`config.mk`:
```
export PLATFORM = sky130hd
export DESIGN_NAME = triangle_sequencer
export DESIGN_NICKNAME = d
export VERILOG_FILES = /design/src/rtl/triangle_pkg.sv /design/src/rtl/strobe_divider.sv /design/src/rtl/triangle_sequencer.sv
export SDC_FILE = /design/constraint.sdc
export NUM_CORES = 1
export LEC_CHECK = 0
export CORE_UTILIZATION = 55
export DETAILED_ROUTE_END_ITERATION = 6
export DONT_BUFFER_PORTS = 1
export PLACE_DENSITY = 0.69
export SLEW_MARGIN = 25
export SYNTH_ARGS = -nofsm -noshare
export SYNTH_HDL_FRONTEND = slang
export SYNTH_HIERARCHICAL = 1
export SYNTH_SLANG_ARGS = --single-unit
```
`constraint.sdc`:
```
create_clock -name clk -period 5.1 [get_ports clk]
set_input_delay 1.02 -clock clk [delete_from_list [all_inputs] [get_ports clk]]
set_output_delay 1.02 -clock clk [all_outputs]
set_load 0.01 [all_outputs]
```
`src/rtl/triangle_pkg.sv`:
```
// Shared types for the triangle generator and its run sequencer.
// Latency: n/a (types and constants only).
// Backpressure: n/a.
package triangle_pkg;

  // Default width of the generator output.
  localparam int N_DEFAULT = 8;

  // Sequencer run states.
  typedef enum logic [1:0] {
    IDLE  = 2'd0,
    ARM   = 2'd1,
    RUN   = 2'd2,
    DRAIN = 2'd3
  } seq_state_t;

  // Generator ramp direction.
  typedef enum logic {
    DIR_UP   = 1'b0,
    DIR_DOWN = 1'b1
  } tri_dir_t;

endpackage

```
`src/rtl/strobe_divider.sv`:
```
// Prescaler: emits a one-cycle tick every P clocks, P = max(period, 1).
// Latency: tick is combinational from the counter; first tick P-1 cycles after clr drops.
// Backpressure: none; clr holds the counter at zero.
// Ports: clk, rst (sync, active-high), clr (hold at 0), period, tick.
module strobe_divider #(
  parameter int PRE_W = 16
) (
  input  logic             clk,
  input  logic             rst,
  input  logic             clr,
  input  logic [PRE_W-1:0] period,
  output logic             tick
);

  logic [PRE_W-1:0] r_cnt;
  logic [PRE_W-1:0] w_last;

  // A period of zero behaves as one: tick on every cycle.
  assign w_last = (period == '0) ? '0 : period - {{(PRE_W-1){1'b0}}, 1'b1};
  assign tick   = (r_cnt == w_last);

  always_ff @(posedge clk) begin
    if (rst || clr) begin
      r_cnt <= '0;
    end else if (tick) begin
      r_cnt <= '0;
    end else begin
      r_cnt <= r_cnt + {{(PRE_W-1){1'b1}} & '0, 1'b1};
    end
  end

endmodule

```
`src/rtl/triangle_sequencer.sv`:
```
// Run controller for triangle_generator: resets it, paces it via ena, counts
// periods and stops at a zero crossing (burst end or stop request).
// Latency: gen_ena/gen_rst/busy decoded from state; done registered, one cycle after run end.
// Ports: clk, rst, start, stop, period, burst, wave (generator out) ->
//        gen_rst, gen_ena, busy, done, periods_done.
module triangle_sequencer
  import triangle_pkg::*;
#(
  parameter int N     = N_DEFAULT,
  parameter int PRE_W = 16,
  parameter int CNT_W = 8
) (
  input  logic             clk,
  input  logic             rst,
  input  logic             start,
  input  logic             stop,
  input  logic [PRE_W-1:0] period,
  input  logic [CNT_W-1:0] burst,
  input  logic [N-1:0]     wave,
  output logic             gen_rst,
  output logic             gen_ena,
  output logic             busy,
  output logic             done,
  output logic [CNT_W-1:0] periods_done
);

  seq_state_t       r_state;
  seq_state_t       w_next;
  logic [PRE_W-1:0] r_period;
  logic [CNT_W-1:0] r_burst;
  logic [CNT_W-1:0] r_periods;
  logic [N-1:0]     r_wave_prev;
  logic             r_done;

  logic             w_tick;
  logic             w_active;
  logic             w_complete;
  logic [CNT_W:0]   w_pd_inc;
  logic             w_last_burst;
  logic             w_finishing;
  logic             w_stop_zero;
  logic             w_end_run;

  // Prescaler is held at zero outside RUN/DRAIN, so RUN always starts cleared.
  strobe_divider #(
    .PRE_W (PRE_W)
  ) u_div (
    .clk    (clk),
    .rst    (rst),
    .clr    (!w_active),
    .period (r_period),
    .tick   (w_tick)
  );

  assign w_active     = (r_state == RUN) || (r_state == DRAIN);
  // A period ends when the wave falls back onto zero.
  assign w_complete   = w_active && (wave == '0) && (r_wave_prev != '0);
  assign w_pd_inc     = {1'b0, r_periods} + {{CNT_W{1'b0}}, 1'b1};
  assign w_last_burst = (r_burst != '0) && (w_pd_inc == {1'b0, r_burst});
  assign w_finishing  = w_complete &&
                        (((r_state == RUN) && w_last_burst) || (r_state == DRAIN));
  // Stop while already at zero: the generator is at its start point, exit now.
  assign w_stop_zero  = (r_state == RUN) && stop && (wave == '0);
  // Any run-ending cycle suppresses ena so the wave rests at zero.
  assign w_end_run    = w_finishing || w_stop_zero;

  always_ff @(posedge clk) begin
    if (rst) r_state <= IDLE;
    else     r_state <= w_next;
  end

  always_comb begin
    w_next  = r_state;
    gen_ena = 1'b0;
    case (r_state)
      IDLE: begin
        if (start) w_next = ARM;
      end
      ARM: begin
        w_next = RUN;
      end
      RUN: begin
        gen_ena = w_tick && !w_end_run;
        if (w_end_run)  w_next = IDLE;
        else if (stop)  w_next = DRAIN;
      end
      DRAIN: begin
        gen_ena = w_tick && !w_end_run;
        if (w_finishing) w_next = IDLE;
      end
      default: w_next = IDLE;
    endcase
  end

  always_ff @(posedge clk) begin
    if (rst) begin
      r_period    <= '0;
      r_burst     <= '0;
      r_periods   <= '0;
      r_wave_prev <= '0;
      r_done      <= 1'b0;
    end else begin
      r_done      <= w_end_run;
      r_wave_prev <= (r_state == ARM) ? '0 : wave;
      if ((r_state == IDLE) && start) begin
        r_period  <= period;
        r_burst   <= burst;
        r_periods <= '0;
      end else if (w_complete && (r_periods != '1)) begin
        r_periods <= w_pd_inc[CNT_W-1:0];
      end
    end
  end

  assign gen_rst      = rst || (r_state == ARM);
  assign busy         = (r_state != IDLE);
  assign done         = r_done;
  assign periods_done = r_periods;

endmodule

```
-- Yosys cells after proc, flatten, opt, wreduce, memory -nomap -nowiden
Index checks and enable logic that the tools add are counted.
- register bits after elaboration: 59
- output and inout bits: 12
- logic and storage cells: 54
- muxes and demuxes: 7
- $add $sub $neg: 3
- equal/unequal tests: 9
- reduce and logical (&&, ||, !) cells: 28
- operators by type and width (cell ; number):
    $add A16 B1 Y16 const B ; 1
    $eq A16 B16 Y1 ; 1
    $logic_not A16 Y1 ; 1
    $mux W16 ; 1
    $reduce_bool A8 Y1 ; 2
    $sub A16 B1 Y16 const B ; 1
    $logic_and A1 B1 Y1 ; 10
    $add A8 B1 Y9 const B ; 1
    $eq A9 B8 Y1 ; 1
    $logic_not A8 Y1 ; 1
    $mux W2 ; 4
    $ne A8 B8 Y1 const B ; 1
    $pmux W2 S4 ; 1
    $reduce_or A2 Y1 ; 4
    $logic_or A1 B1 Y1 ; 5
    $eq A2 B2 Y1 const B ; 2
    $ne A2 B2 Y1 const B ; 2
    $ne A3 B3 Y1 const B ; 1
    $reduce_and A3 Y1 ; 1
    $eq A2 B1 Y1 const B ; 1
    $logic_not A1 Y1 ; 2
    $logic_not A2 Y1 ; 1
    $reduce_bool A2 Y1 ; 1
    $mux W1 ; 1

-- Longest topological paths before layout
- depth after elaboration: 10
- depth in mapped cells: 12

-- By module
The synthesis kept the hierarchy.
- modules (own cells, without submodules) (module ; instances ; area each (sq um) ; seq. area each (sq um) ; cells each):
    triangle_sequencer ; 1 ; 1850.5 ; 860.8 ; 224
    strobe_divider ; 1 ; 1645.3 ; 320.3 ; 213

-- Worst setup path before layout
No wires, ideal clock.
- kind: flip-flop to output port
- start point: register r_period[0]
- end point: output port gen_ena
- data required time: 4.080 ns
- data arrival time: 3.277 ns
- setup slack: 0.803 ns
- stages on the path, launching flop included: 13
- path through: dfxtp_1 > inv_1 > ha_1 > or3b_2 > or4_1 > buf_4 > mux2_4 > a21o_1 > a2111oi_0 > nand3_1 > nor4b_1 > nand2_1 > nor3_1
- longest elaborated chain between the ends: 5
- ends and longest elaborated chain (element ; line ; RTL):
    start: declaration ; triangle_sequencer.sv:29 ; logic [PRE_W-1:0] r_period;
    start signal: assignment ; triangle_sequencer.sv:106 ; r_period <= period;
    $sub A16 B1 Y16 or $logic_not A16 Y1 (tied branches) ; strobe_divider.sv:19 ; assign w_last = (period == '0) ? '0 : period - {{(PRE_W-1){1'b0}}, 1'b1};
    $mux W16 (*) ; strobe_divider.sv:19 ;
    $eq A16 B16 Y1 (*) ; strobe_divider.sv:20 ; assign tick = (r_cnt == w_last);
    net w_tick ; triangle_sequencer.sv:35 ; logic w_tick;
    $logic_and A1 B1 Y1 (*) ; triangle_sequencer.sv:83, triangle_sequencer.sv:88 ;
    $mux W1 (*) ; n/a ;
    end: declaration ; triangle_sequencer.sv:21 ; output logic gen_ena,
Mark *: on every way through the listed nets, which the timed path passes. The rest lies on a longest branch.

-- Worst setup path after layout
Same ends and word-level chain as after synthesis.

==> flow_summary_export.csv <==
group,metric,value,unit
status,outcome,"complete, no violations",
critical_path,crit_family,"simple AND/OR/NAND/NOR gates",
detailed_routing,drt-pass1-iter-count,4,
timing,tightest_slew,0.883,ns
detailed_routing,drc,0,
floorplanning,initial_utilization,58.0,%
detailed_routing,detail_route.iter0.violations,139,
critical_path,max_stage_delay,0.59,ns
layout,area_growth,6.48,%
cts,worstSkewPairLatency,0.34,ns
placed_design,post-place-ws,0.499,ns
floorplanning,rows,28,
placed_design,dp.cells,488,
timing,setup_viol,0,
critical_path,crit_path_end_kind,"output port",
critical_path,worstSetupStartpointType,"flip-flop",
cts,cts.sinks,59,
yosys,yosys-top-cells-area,"dfxtp_1 34%, xnor2_1 7.5%, nand2_1 7.0%",
yosys,syn_inst,437,
grt,antenna_found_initial,0,
timing,skew,0.00883,ns
yosys,synth_top_family_by_area,"simple AND/OR/NAND/NOR gates",
cts,cts-buffers-inserted,9,
floorplanning,die_x,81.7,um
layout,nets,463,
yosys,yosysSeqAreaShare,33.8,%
layout,postLayoutCellArea,0.00372,mm2
floorplanning,ios,48,
layout,drive_above_1_share,7.69,%
placed_design,placed_area,0.00349,mm2
critical_path,crit_cells,11,
critical_path,r2r_start,"r_period[0]",
yosys,syn_area_per_cell,8.00,um2
detailed_routing,vias,3060,
hold_path,hold-path-cell-count,2,
critical_path,required,4.08,ns
critical_path,path_buf_inv,1,
job,maxCapViolations,0,
cts,postCtsHoldBufs,0,
floorplanning,die_height,81.7,um
pwr,max-vdd-ir-drop,299,uV
cts,clock-root-buffer,"clkbuf_8",
floorplanning,dieArea,0.00668,mm2
placed_design,gp_congestion,0.885,
critical_path,crit_start,"r_period[0]",
yosys,synthesis.area,0.00350,mm2
grt,grt_overflow,0,
timing,fmax,0.205,GHz
timing,fin_ws,0.215,ns
critical_path,cp_cell_sequence,"inv_1, ha_1, or3b_2, or4_1, mux2_4, a21o_1, a2111oi_0, nand3_1, nor4b_1, nand2_1, nor3_2",
pwr,powerDensity,336,mW/mm2
critical_path,r2r_cells,10,
yosys,synth-edff-count,0,
layout,num_antenna_cells,0,
timing,fin_tns_setup,0,ns
yosys,synth_cell_types,69,
yosys,synthAdderAreaFrac,1.07,%
timing,hold_viol_final,0,
grt,grt_pass1_vias,2662,
critical_path,worstPathArrival,3.86,ns
yosys,synth_top_cell_by_area,"dfxtp_1",
hold_path,holdCritStartpoint,"r_burst[3]",
placed_design,portBuffers,0,
grt,grt_usage,25.3,%
yosys,synth_xor_area_share,11.7,%
floorplanning,core_area,0.00603,mm2
cts,cts_tree,"yes",
detailed_routing,wl,7900,um
hold_path,hp-class,"reg2reg",
yosys,synth_top_area_share,33.8,%
critical_path,critPathSlowestCell,"or4_1",
detailed_routing,wire_per_inst,15.7,um
yosys,synth_top_flop_cell,"dfxtp_1",
yosys,synth_compound_area_share,15.3,%
critical_path,critical_path_class,"reg2out",
cts,cts_buffer_depth,2,
yosys,synthMuxAreaShare,1.29,%
grt,grt_max_degree,47,
grt,grt_pass1_wl,12800,um
cts,h-tree-depth,3,
detailed_routing,via_per_inst,6.07,
cts,clkSlewWorstSetupHoldPaths,0.07,ns
pwr,p_leak,0.00131,uW
yosys,synth-simple-area-share,32.2,%
timing,max_slew_margin,41.1,%
yosys,synth_seq_cells,59,
timing,period_needed,4.88,ns
critical_path,cp_max_fo,9,
detailed_routing,ant_nets,0,
yosys,async_flop_share,0,%
placed_design,dp_hpwl,5850,um
timing,slew_viol_final,0,
layout,instances_no_fill,504,
yosys,synth_fp_nets,476,
timing,final.period_utilization,95.8,%
yosys,ys.warnings.count,6,
[report_power, final]
| part | internal [uW] | switching (uW) | leakage (uW) |
|---|---|---|---|
| clock | 288 | 190 | 0.000108 |
| combinational | 113 | 150 | 0.000724 |
| sequential | 482 | 28.3 | 0.000481 |
[final cells by class]
cell class                 instances  area (um2)
inverter                          13        48.8
tap                               75        93.8
clock inverter                     6        88.8
multi-input combinational        339        2160
sequential                        59        1180
timing repair buffer               2        15.0
clock buffer                      10         138
fill                             566        2300
[path summary, 6_finish.rpt]
path / endpoint / slack (ns)
setup / recovery: gen_ena / 0.22
setup reg to reg: u_div/r_cnt[13] / 1.23
hold reg to reg: r_burst[3] / 0.48
hold / removal: r_burst[3] / 0.48
[cells by family (layout without fill, tap and decap cells)]
kind of cell	Yosys count	count (layout)
DFF	59	59
AOI/OAI and AO/OA	76	76
adders and majority gates	3	3
xor gates and xnor gates	45	45
buffers and inverters	39	31
muxes	4	4
and+or+nand+nor	211	211
[registers in the layout, indices dropped and copies added (netlist names)]
signal        cells
r_period         16
u_div/r_cnt      16
periods_done      8
r_burst           8
r_wave_prev       8
r_state           2
done              1
[metal layers]
layer / vias to the layer above / wire [um] / GRT usage (%)
met4: 0 / 123 / 9.65
met5: - / 0 / 0
met3: 15 / 473 / 7.11
met2: 80 / 3470 / 37.4
li1: 1548 / - / -
met1: 1417 / 3840 / 34.7
[layout by cell type (no fill, tap or decap), types with 10 or more instances in the layout]
| cell type | instances |
|---|---|
| a21oi_1 | 28 |
| and2_1 | 10 |
| clkbuf_8 | 10 |
| dfxtp_1 | 59 |
| inv_1 | 12 |
| nand2_1 | 65 |
| nand3_1 | 14 |
| nor2_1 | 26 |
| nor3_1 | 11 |
| nor4_1 | 31 |
| or3_1 | 11 |
| xnor2_1 | 30 |
| xor2_1 | 14 |
[synth_stat cells (all sizes together), types with 8 or more instances]
master  count
or3        11
dfxtp      59
nor3       12
nand3      14
xnor2      30
and2       10
buf         8
nor4       32
clkbuf     18
nand2      65
a21oi      28
inv        13
o21ai      10
nor2       26
or4        10
xor2       14
[repair_timing]
action | in CTS | in global routing
setup endpoints to repair | 0 | 1
resized for setup | 0 | 1
buffers inserted | 0 | 0
[metrics by stage]
stage                     hold slack (ns)  total power (uW)  util (%)
final                               0.477              1250      61.8
after floorplan                     0.435               737         -
after global routing                0.502              1320      61.8
after CTS                           0.477              1260      61.7
after detailed placement            0.468               781      57.9
after global placement              0.470               776      57.9
[worst register-to-register path: stages, from the launching register on]
cell and delay (ns):
dfxtp_1 0.38, inv_1 0.09, ha_1 0.25, or3b_2 0.52, or4_1 0.60, buf_4 0.20
a311oi_1 0.26, o311ai_1 0.12, a2111o_1 0.45, nor4_4 0.73, nor4_1 0.12
(Power assumes the default switching activity.)
